**config.mk**
```make
export PLATFORM = sky130hd
export DESIGN_NAME = collision_arbiter
export DESIGN_NICKNAME = d
export VERILOG_FILES = /design/src/rtl/collision_arbiter.sv
export SDC_FILE = /design/constraint.sdc
export NUM_CORES = 1
export LEC_CHECK = 0
export ABC_AREA = 1
export BUFFER_PORTS_ARGS = -buffer_cell sky130_fd_sc_hd__buf_2
export CAP_MARGIN = 15
export CORE_MARGIN = 2
export CORE_UTILIZATION = 30
export CTS_CLUSTER_DIAMETER = 60
export DETAILED_ROUTE_END_ITERATION = 7
export SLEW_MARGIN = 25
export SYNTH_ARGS = -nofsm -noshare
export SYNTH_HDL_FRONTEND = slang
export SYNTH_SLANG_ARGS = --single-unit
```
**constraint.sdc**
```tcl
create_clock -name clock -period 7.25 [get_ports clock]
set_clock_uncertainty 0.15 [all_clocks]
set_input_delay 0.3625 -clock clock [delete_from_list [all_inputs] [get_ports clock]]
set_output_delay 0.3625 -clock clock [all_outputs]
set_load 0.005 [all_outputs]
```
**src/rtl/collision_arbiter.sv**
```systemverilog
// collision_arbiter
// Watches the ball against walls, paddles and goal lines. Each clock it raises
// at most one bounce request to the ball FSM and keeps the two player scores.
// Optional feature: define BOUNCE_ACK_TIMEOUT_EN to release a held bounce after
// ACK_TIMEOUT clocks without acknowledge. Default build: wait indefinitely.
module collision_arbiter #(
   parameter int SCREEN_X    = 640,
   parameter int SCREEN_Y    = 480,
   parameter int PADDLE_L_X  = 16,
   parameter int PADDLE_R_X  = 616,
   parameter int PADDLE_W    = 8,
   parameter int PADDLE_H    = 64,
   parameter int WIN_SCORE   = 9,
   parameter int ACK_TIMEOUT = 255
) (
   input  logic       clock,
   input  logic       reset,
   input  logic [9:0] ball_x,
   input  logic [9:0] ball_y,
   input  logic [7:0] ball_w,
   input  logic [7:0] ball_h,
   input  logic [9:0] paddle_l_y,
   input  logic [9:0] paddle_r_y,
   input  logic       restart,
   output logic [1:0] bounce,
   output logic [3:0] score_l,
   output logic [3:0] score_r,
   output logic       game_over
);

   // Bounce codes sent to the ball FSM
   localparam logic [1:0] BOUNCE_NONE   = 2'b00;
   localparam logic [1:0] BOUNCE_PADDLE = 2'b01;
   localparam logic [1:0] BOUNCE_WALL   = 2'b10;
   localparam logic [1:0] BOUNCE_SERVE  = 2'b11;

   // Geometry constants, all 11 bits so sums of 10-bit positions never wrap
   localparam logic [10:0] SCREEN_X_W     = 11'(SCREEN_X);
   localparam logic [10:0] SCREEN_Y_W     = 11'(SCREEN_Y);
   localparam logic [10:0] PADDLE_L_LEFT  = 11'(PADDLE_L_X);
   localparam logic [10:0] PADDLE_L_RIGHT = 11'(PADDLE_L_X + PADDLE_W);
   localparam logic [10:0] PADDLE_R_LEFT  = 11'(PADDLE_R_X);
   localparam logic [10:0] PADDLE_R_RIGHT = 11'(PADDLE_R_X + PADDLE_W);
   localparam logic [10:0] PADDLE_H_W     = 11'(PADDLE_H);
   localparam logic [3:0]  WIN            = 4'(WIN_SCORE);

   typedef enum logic [1:0] {
      WATCH     = 2'd0,
      HOLD      = 2'd1,
      SERVE     = 2'd2,
      GAME_OVER = 2'd3
   } state_t;

   // True when the half-open vertical spans [a_top,a_bot) and [b_top,b_bot) intersect
   function automatic logic span_overlap(input logic [10:0] a_top, input logic [10:0] a_bot,
                                         input logic [10:0] b_top, input logic [10:0] b_bot);
      return (a_top < b_bot) && (a_bot > b_top);
   endfunction

   // Score after a goal, saturating at the winning score
   function automatic logic [3:0] score_step(input logic [3:0] s);
      logic [3:0] r;
      if (s >= WIN) begin
         r = WIN;
      end else begin
         r = s + 4'd1;
      end
      return r;
   endfunction

   // ---------------------------------------------------------------------
   // Edge positions and collision conditions
   // ---------------------------------------------------------------------
   logic [10:0] ball_left_s;
   logic [10:0] ball_right_s;
   logic [10:0] ball_top_s;
   logic [10:0] ball_bottom_s;
   logic [10:0] pl_top_s;
   logic [10:0] pl_bottom_s;
   logic [10:0] pr_top_s;
   logic [10:0] pr_bottom_s;

   logic wall_s;
   logic paddle_l_s;
   logic paddle_r_s;
   logic goal_l_s;
   logic goal_r_s;

   assign ball_left_s   = {1'b0, ball_x};
   assign ball_right_s  = {1'b0, ball_x} + {3'b000, ball_w};
   assign ball_top_s    = {1'b0, ball_y};
   assign ball_bottom_s = {1'b0, ball_y} + {3'b000, ball_h};
   assign pl_top_s      = {1'b0, paddle_l_y};
   assign pl_bottom_s   = {1'b0, paddle_l_y} + PADDLE_H_W;
   assign pr_top_s      = {1'b0, paddle_r_y};
   assign pr_bottom_s   = {1'b0, paddle_r_y} + PADDLE_H_W;

   assign wall_s     = (ball_y == 10'd0) || (ball_bottom_s >= SCREEN_Y_W);
   assign paddle_l_s = (ball_left_s <= PADDLE_L_RIGHT) && (ball_right_s > PADDLE_L_LEFT) &&
                       span_overlap(ball_top_s, ball_bottom_s, pl_top_s, pl_bottom_s);
   assign paddle_r_s = (ball_left_s <= PADDLE_R_RIGHT) && (ball_right_s > PADDLE_R_LEFT) &&
                       span_overlap(ball_top_s, ball_bottom_s, pr_top_s, pr_bottom_s);
   assign goal_l_s   = (ball_x == 10'd0);
   assign goal_r_s   = (ball_right_s >= SCREEN_X_W);

   // ---------------------------------------------------------------------
   // State
   // ---------------------------------------------------------------------
   state_t     state_r,      state_n;
   logic [1:0] bounce_r,     bounce_n;
   logic [3:0] score_left_r, score_left_n;
   logic [3:0] score_right_r, score_right_n;
   logic       game_over_r,  game_over_n;
   logic [9:0] snap_x_r,     snap_x_n;
   logic [9:0] snap_y_r,     snap_y_n;
   logic       wall_arm_r,   wall_arm_n;
   logic       pl_arm_r,     pl_arm_n;
   logic       pr_arm_r,     pr_arm_n;

   logic       ack_s;
   logic       timeout_s;
   logic       waiting_s;
   logic [3:0] score_left_inc_s;
   logic [3:0] score_right_inc_s;

   // The ball FSM acknowledges a bounce by moving the ball off the snapshot
   assign ack_s             = (ball_x != snap_x_r) || (ball_y != snap_y_r);
   assign waiting_s         = (state_r == HOLD) || (state_r == SERVE);
   assign score_left_inc_s  = score_step(score_left_r);
   assign score_right_inc_s = score_step(score_right_r);

`ifdef BOUNCE_ACK_TIMEOUT_EN
   localparam logic [7:0] ACK_LAST = 8'(ACK_TIMEOUT - 1);

   logic [7:0] ack_cnt_r, ack_cnt_n;

   assign timeout_s = waiting_s && !ack_s && (ack_cnt_r == ACK_LAST);

   // Count clocks spent waiting for acknowledge; cleared whenever not waiting
   always_comb begin
      ack_cnt_n = 8'd0;
      if (waiting_s && !ack_s && !timeout_s) begin
         ack_cnt_n = ack_cnt_r + 8'd1;
      end else begin
         ack_cnt_n = 8'd0;
      end
   end

   // Acknowledge timeout counter register
   always_ff @(posedge clock) begin
      if (reset) begin
         ack_cnt_r <= 8'd0;
      end else begin
         ack_cnt_r <= ack_cnt_n;
      end
   end
`else
   // Without the timeout option a held bounce waits for acknowledge forever
   logic [7:0] unused_ack_timeout_s;
   assign unused_ack_timeout_s = 8'(ACK_TIMEOUT);
   assign timeout_s            = 1'b0;
`endif

   // Next-state, bounce, score and arming decisions
   always_comb begin
      state_n       = state_r;
      bounce_n      = bounce_r;
      score_left_n  = score_left_r;
      score_right_n = score_right_r;
      game_over_n   = game_over_r;
      snap_x_n      = snap_x_r;
      snap_y_n      = snap_y_r;
      // A disarmed source re-arms once its condition has been false for a clock
      wall_arm_n    = wall_arm_r | ~wall_s;
      pl_arm_n      = pl_arm_r   | ~paddle_l_s;
      pr_arm_n      = pr_arm_r   | ~paddle_r_s;

      case (state_r)
         WATCH: begin
            bounce_n = BOUNCE_NONE;
            if (goal_l_s) begin
               // Ball crossed the left line: point to the right player
               score_right_n = score_right_inc_s;
               bounce_n      = BOUNCE_SERVE;
               snap_x_n      = ball_x;
               snap_y_n      = ball_y;
               if (score_right_inc_s == WIN) begin
                  state_n     = GAME_OVER;
                  game_over_n = 1'b1;
               end else begin
                  state_n     = SERVE;
               end
            end else if (goal_r_s) begin
               score_left_n = score_left_inc_s;
               bounce_n     = BOUNCE_SERVE;
               snap_x_n     = ball_x;
               snap_y_n     = ball_y;
               if (score_left_inc_s == WIN) begin
                  state_n     = GAME_OVER;
                  game_over_n = 1'b1;
               end else begin
                  state_n     = SERVE;
               end
            end else if (paddle_l_s && pl_arm_r) begin
               bounce_n = BOUNCE_PADDLE;
               pl_arm_n = 1'b0;
               snap_x_n = ball_x;
               snap_y_n = ball_y;
               state_n  = HOLD;
            end else if (paddle_r_s && pr_arm_r) begin
               bounce_n = BOUNCE_PADDLE;
               pr_arm_n = 1'b0;
               snap_x_n = ball_x;
               snap_y_n = ball_y;
               state_n  = HOLD;
            end else if (wall_s && wall_arm_r) begin
               bounce_n   = BOUNCE_WALL;
               wall_arm_n = 1'b0;
               snap_x_n   = ball_x;
               snap_y_n   = ball_y;
               state_n    = HOLD;
            end else begin
               state_n = WATCH;
            end
         end
         HOLD, SERVE: begin
            // Bounce stays asserted until the ball moves or the wait times out
            if (ack_s || timeout_s) begin
               bounce_n = BOUNCE_NONE;
               state_n  = WATCH;
            end else begin
               state_n  = state_r;
            end
         end
         GAME_OVER: begin
            bounce_n    = BOUNCE_SERVE;
            game_over_n = 1'b1;
            if (restart) begin
               score_left_n  = 4'd0;
               score_right_n = 4'd0;
               game_over_n   = 1'b0;
               wall_arm_n    = 1'b1;
               pl_arm_n      = 1'b1;
               pr_arm_n      = 1'b1;
               snap_x_n      = ball_x;
               snap_y_n      = ball_y;
               state_n       = SERVE;
            end else begin
               state_n       = GAME_OVER;
            end
         end
         default: begin
            bounce_n = BOUNCE_NONE;
            state_n  = WATCH;
         end
      endcase
   end

   // State and output registers; reset wins over everything else
   always_ff @(posedge clock) begin
      if (reset) begin
         state_r       <= WATCH;
         bounce_r      <= BOUNCE_NONE;
         score_left_r  <= 4'd0;
         score_right_r <= 4'd0;
         game_over_r   <= 1'b0;
         snap_x_r      <= 10'd0;
         snap_y_r      <= 10'd0;
         wall_arm_r    <= 1'b1;
         pl_arm_r      <= 1'b1;
         pr_arm_r      <= 1'b1;
      end else begin
         state_r       <= state_n;
         bounce_r      <= bounce_n;
         score_left_r  <= score_left_n;
         score_right_r <= score_right_n;
         game_over_r   <= game_over_n;
         snap_x_r      <= snap_x_n;
         snap_y_r      <= snap_y_n;
         wall_arm_r    <= wall_arm_n;
         pl_arm_r      <= pl_arm_n;
         pr_arm_r      <= pr_arm_n;
      end
   end

   assign bounce    = bounce_r;
   assign score_l   = score_left_r;
   assign score_r   = score_right_r;
   assign game_over = game_over_r;

endmodule
```
==> PnR_summary.wiki <==
{| class="wikitable"
! Metric !! Value
|-
| Run status || complete, no violations
|-
| Number of cells upsized or downsized after cts || 0
|-
| Minimum clock period || 3.74 ns
|-
| Crit path DAT || 3.75 ns
|-
| Clock sink count || 36
|-
| Antenna Violating Nets Remaining || 0
|-
| Seq pwr share || 28.8%
|-
| Ant diodes || 0
|-
| Die span in y || 125 um
|-
| Residual DRC count || 0
|-
| Worst flop-to-flop path startpoint || state_r[0]
|-
| Buffers inserted during post-CTS setup optimization || 0
|-
| Clock share of power || 22.0%
|-
| Switching Fraction || 41.5%
|-
| Endpoint required time on the critical path || 7.26 ns
|-
| Pwr dens || 201 nW/um^2
|-
| Buffer cell driving the clock tree root || sky130_fd_sc_hd__clkbuf_16
|-
| Cell area after technology mapping || 4380 sq um
|-
| Sum of negative setup slack || 0 ns
|-
| Most repeated library cell on the critical path || sky130_fd_sc_hd__nand2_1
|-
| Die area || 15600 sq um
|-
| Number of primary I/O pins || 70
|-
| Cell with the most instances after synthesis || sky130_fd_sc_hd__nand2_1
|-
| RSZ-0062 raised after global routing || no
|-
| Bufs on Longest Clock Path || 2
|-
| Startpoint types || primary input
|-
| Area grow syn2layout || 14.9%
|-
| CTS buffer count || 5
|-
| Worst slack on hold paths || 0.246 ns
|-
| Most frequent cells after synthesis || 158 x sky130_fd_sc_hd__nand2_1, 101 x sky130_fd_sc_hd__inv_1, 65 x sky130_fd_sc_hd__ha_1, 61 x sky130_fd_sc_hd__nor2_1, 58 x sky130_fd_sc_hd__a21oi_1
|-
| Yosys reg bits || 36
|-
| Lkg Pwr || 2.68 nW
|-
| Starting density of the core || 30.5%
|-
| Count of distinct cell types in the synthesized netlist || 47
|-
| Aggregate global-route resource usage || 15.1%
|-
| Reg clk slew, reported paths || 0.05 ns
|-
| Nets || 867
|-
| Fraction of synthesized cell area taken by the top area cell type || 18.6%
|-
| Cell types with the largest area share after synthesis || sky130_fd_sc_hd__ha_1 19%, sky130_fd_sc_hd__dfxtp_1 16%, sky130_fd_sc_hd__nand2_1 14%, sky130_fd_sc_hd__inv_1 8.7%, sky130_fd_sc_hd__a21oi_1 6.6%
|-
| Switching component of the power || 419 uW
|-
| Worst Tran Pin Value || 0.730 ns
|-
| Horiz. Die Dim || 125 um
|-
| Final routed wire length divided by cell count || 12.4 um
|-
| Gate power share || 49.2%
|-
| Post-synthesis async set-or-reset flop share || 0%
|-
| Synthesized instance count || 676
|-
| Bufs and invs on worst path || 3
|-
| Setup slack, reg-to-reg || 5.11 ns
|-
| DR vias/cell || 4.78
|-
| WP depth || 27
|-
| Kind of end point of the critical path || flip-flop
|-
| Worst Path Max Fanout || 40
|-
| F_max || 268 MHz
|-
| Count of buffers from port buffering || 69
|-
| FP Rows || 44
|-
| Number of flops mapped to enable cells by yosys || 0
|-
| Post-cts hold buffer count || 0
|-
| Final-report hold violation count || 0
|-
| Warnings, synthesis || 0
|-
| Final period utilization || 51.5%
|-
| Yosys top cell by area || sky130_fd_sc_hd__ha_1
|-
| Worst rel slew slack || 51.1%
|-
| Number of max-slew violations in the final report || 0
|-
| Delay contributed by the slowest stage of the critical path || 0.46 ns
|-
| H-tree levels || 2
|-
| Net count of the mapped netlist || 802
|-
| Post-synth top flop || sky130_fd_sc_hd__dfxtp_1
|-
| Placed wire-length estimate after detailed placement || 9420 um
|-
| Maximum number of pins on one net before global-route repair || 41
|-
| Wire length of the first global-routing pass || 19900 um
|-
| Core ar. || 14400 sq um
|-
| Layout cell share with drive strength beyond 1 || 14.6%
|-
| R2r worst-path depth || 7
|-
| Number of fill cells in the layout || 1558
|-
| Critical path start-end classification || in2reg
|-
| Setup-failing EPs final || 0
|-
| Total vias in the final route || 4426
|-
| Synth Area per Inst || 6.47 sq um
|-
| Number of global-route vias before repair || 4259
|-
| Remaining global-route overflow || 0
|-
| Cell internal power dissipation || 591 uW
|-
| Initial antenna violation count || 0
|-
| Iteration-0 DRC Markers || 243
|-
| Class of the tightest hold or removal check || in2reg
|-
| End of the worst register-to-register path || snap_y_r[0]
|-
| Crit path capture || snap_x_r[6]
|-
| Register area share after synthesis || 16.5%
|-
| Clock insertion delay at the later pin of the skew report || 0.28 ns
|-
| CP startpoint || ball_y[0]
|-
| Largest delay share family, worst path || simple AND/OR/NAND/NOR gates
|-
| Number of max-cap violations || 0
|-
| Routed Wire Length || 11500 um
|-
| Final GP Congestion || 0.857
|-
| Initial DRT Pass Iterations || 5
|-
| Slowest cell on crit path || sky130_fd_sc_hd__nand4_4
|-
| CTS tree || yes
|-
| IR drop worst, VDD || 0.0983 mV
|}
## placed cells by master (no fill, tap or decap), types with 11 or more instances in the layout
| cell | netlist | layout |
|---|---|---|
| sky130_fd_sc_hd__nand2_1 | 158 | 158 |
| sky130_fd_sc_hd__inv_1 | 101 | 101 |
| sky130_fd_sc_hd__buf_2 | 2 | 69 |
| sky130_fd_sc_hd__ha_1 | 65 | 65 |
| sky130_fd_sc_hd__nor2_1 | 61 | 60 |
| sky130_fd_sc_hd__a21oi_1 | 58 | 58 |
| sky130_fd_sc_hd__nand3_1 | 49 | 49 |
| sky130_fd_sc_hd__dfxtp_1 | 36 | 36 |
| sky130_fd_sc_hd__o21ai_0 | 25 | 25 |
| sky130_fd_sc_hd__nand4_1 | 15 | 15 |
| sky130_fd_sc_hd__xor2_1 | 11 | 11 |
## per-layer routing
layer / track usage, % / share of wire, % / vias up
li1: - / - / 2383
met4: 3.30 / 1.4 / 0
met1: 20.8 / 50 / 1935
met5: 0 / 0 / -
met3: 2.53 / 4.8 / 13
met2: 24.8 / 44 / 95
## per-stage QoR
stage	setup WS (ns)	power [mW]	cells	util, %	area [sq um]
finish	3.51	1.01	925	35.0	5030
global placement	3.31	0.788	918	33.9	4880
floorplan	3.91	0.681	676	-	4380
global route	3.10	1.12	925	35.0	5030
CTS	3.54	1.02	925	35.0	5030
detailed placement	3.25	0.790	918	33.9	4880
## logic make-up after synthesis
logic type               Yosys count  share of synthesized area (%)
flip-flops                        36                           16.5
AO/OA/AOI/OAI                    120                           16.0
buffers and inverters            117                           11.0
AND/OR/NAND/NOR                  320                           33.9
XOR/XNOR                          16                           3.20
adder cells (fa/ha/maj)           67                           19.5
## sequential cells by signal (all words and copies together) (netlist names)
name and flops:
game_over 1, state_r 2, score_r 4, pl_arm_r 1, wall_arm_r 1, pr_arm_r 1
score_l 4, bounce 2, snap_x_r 10, snap_y_r 10
## worst reg2reg max path, delay by kind of cell (launching register included)
family,cells,cell delay [ns]
AO/OA/AOI/OAI,2,0.57
flip-flops,1,0.32
AND/OR/NAND/NOR,2,0.60
adder cells (fa/ha/maj),1,0.20
buffers and inverters,2,0.19
## how the worst min path moves through the flow
stage / from / endpoint / cells past startpoint
2_1_floorplan: game_over / game_over / 2
3_3_place_gp: game_over / game_over / 2
3_5_place_dp: game_over / game_over / 2
5_1_grt: reset / score_r[3] / 2
6_report: reset / score_r[1] / 2
4_1_cts: reset / score_r[1] / 2
## power by group through the flow
stage | Clock [mW] | Sequential [mW] | Combinational, mW
floorplan | 0 | 0.287 | 0.395
global placement | 0 | 0.294 | 0.494
detailed placement | 0 | 0.294 | 0.496
CTS | 0.226 | 0.290 | 0.499
global route | 0.239 | 0.299 | 0.578
finish | 0.222 | 0.291 | 0.497
## area by class of cell
class,count,area (sq um),share of cell area (%)
multi-input cells,523,3180,63.2
flip-flops and latches,36,721,14.3
clock buffers,7,153,3.04
well taps,184,230,4.58
inverters,105,394,7.84
repair buffers,70,353,7.02
Power figures use the tool's default switching activity.
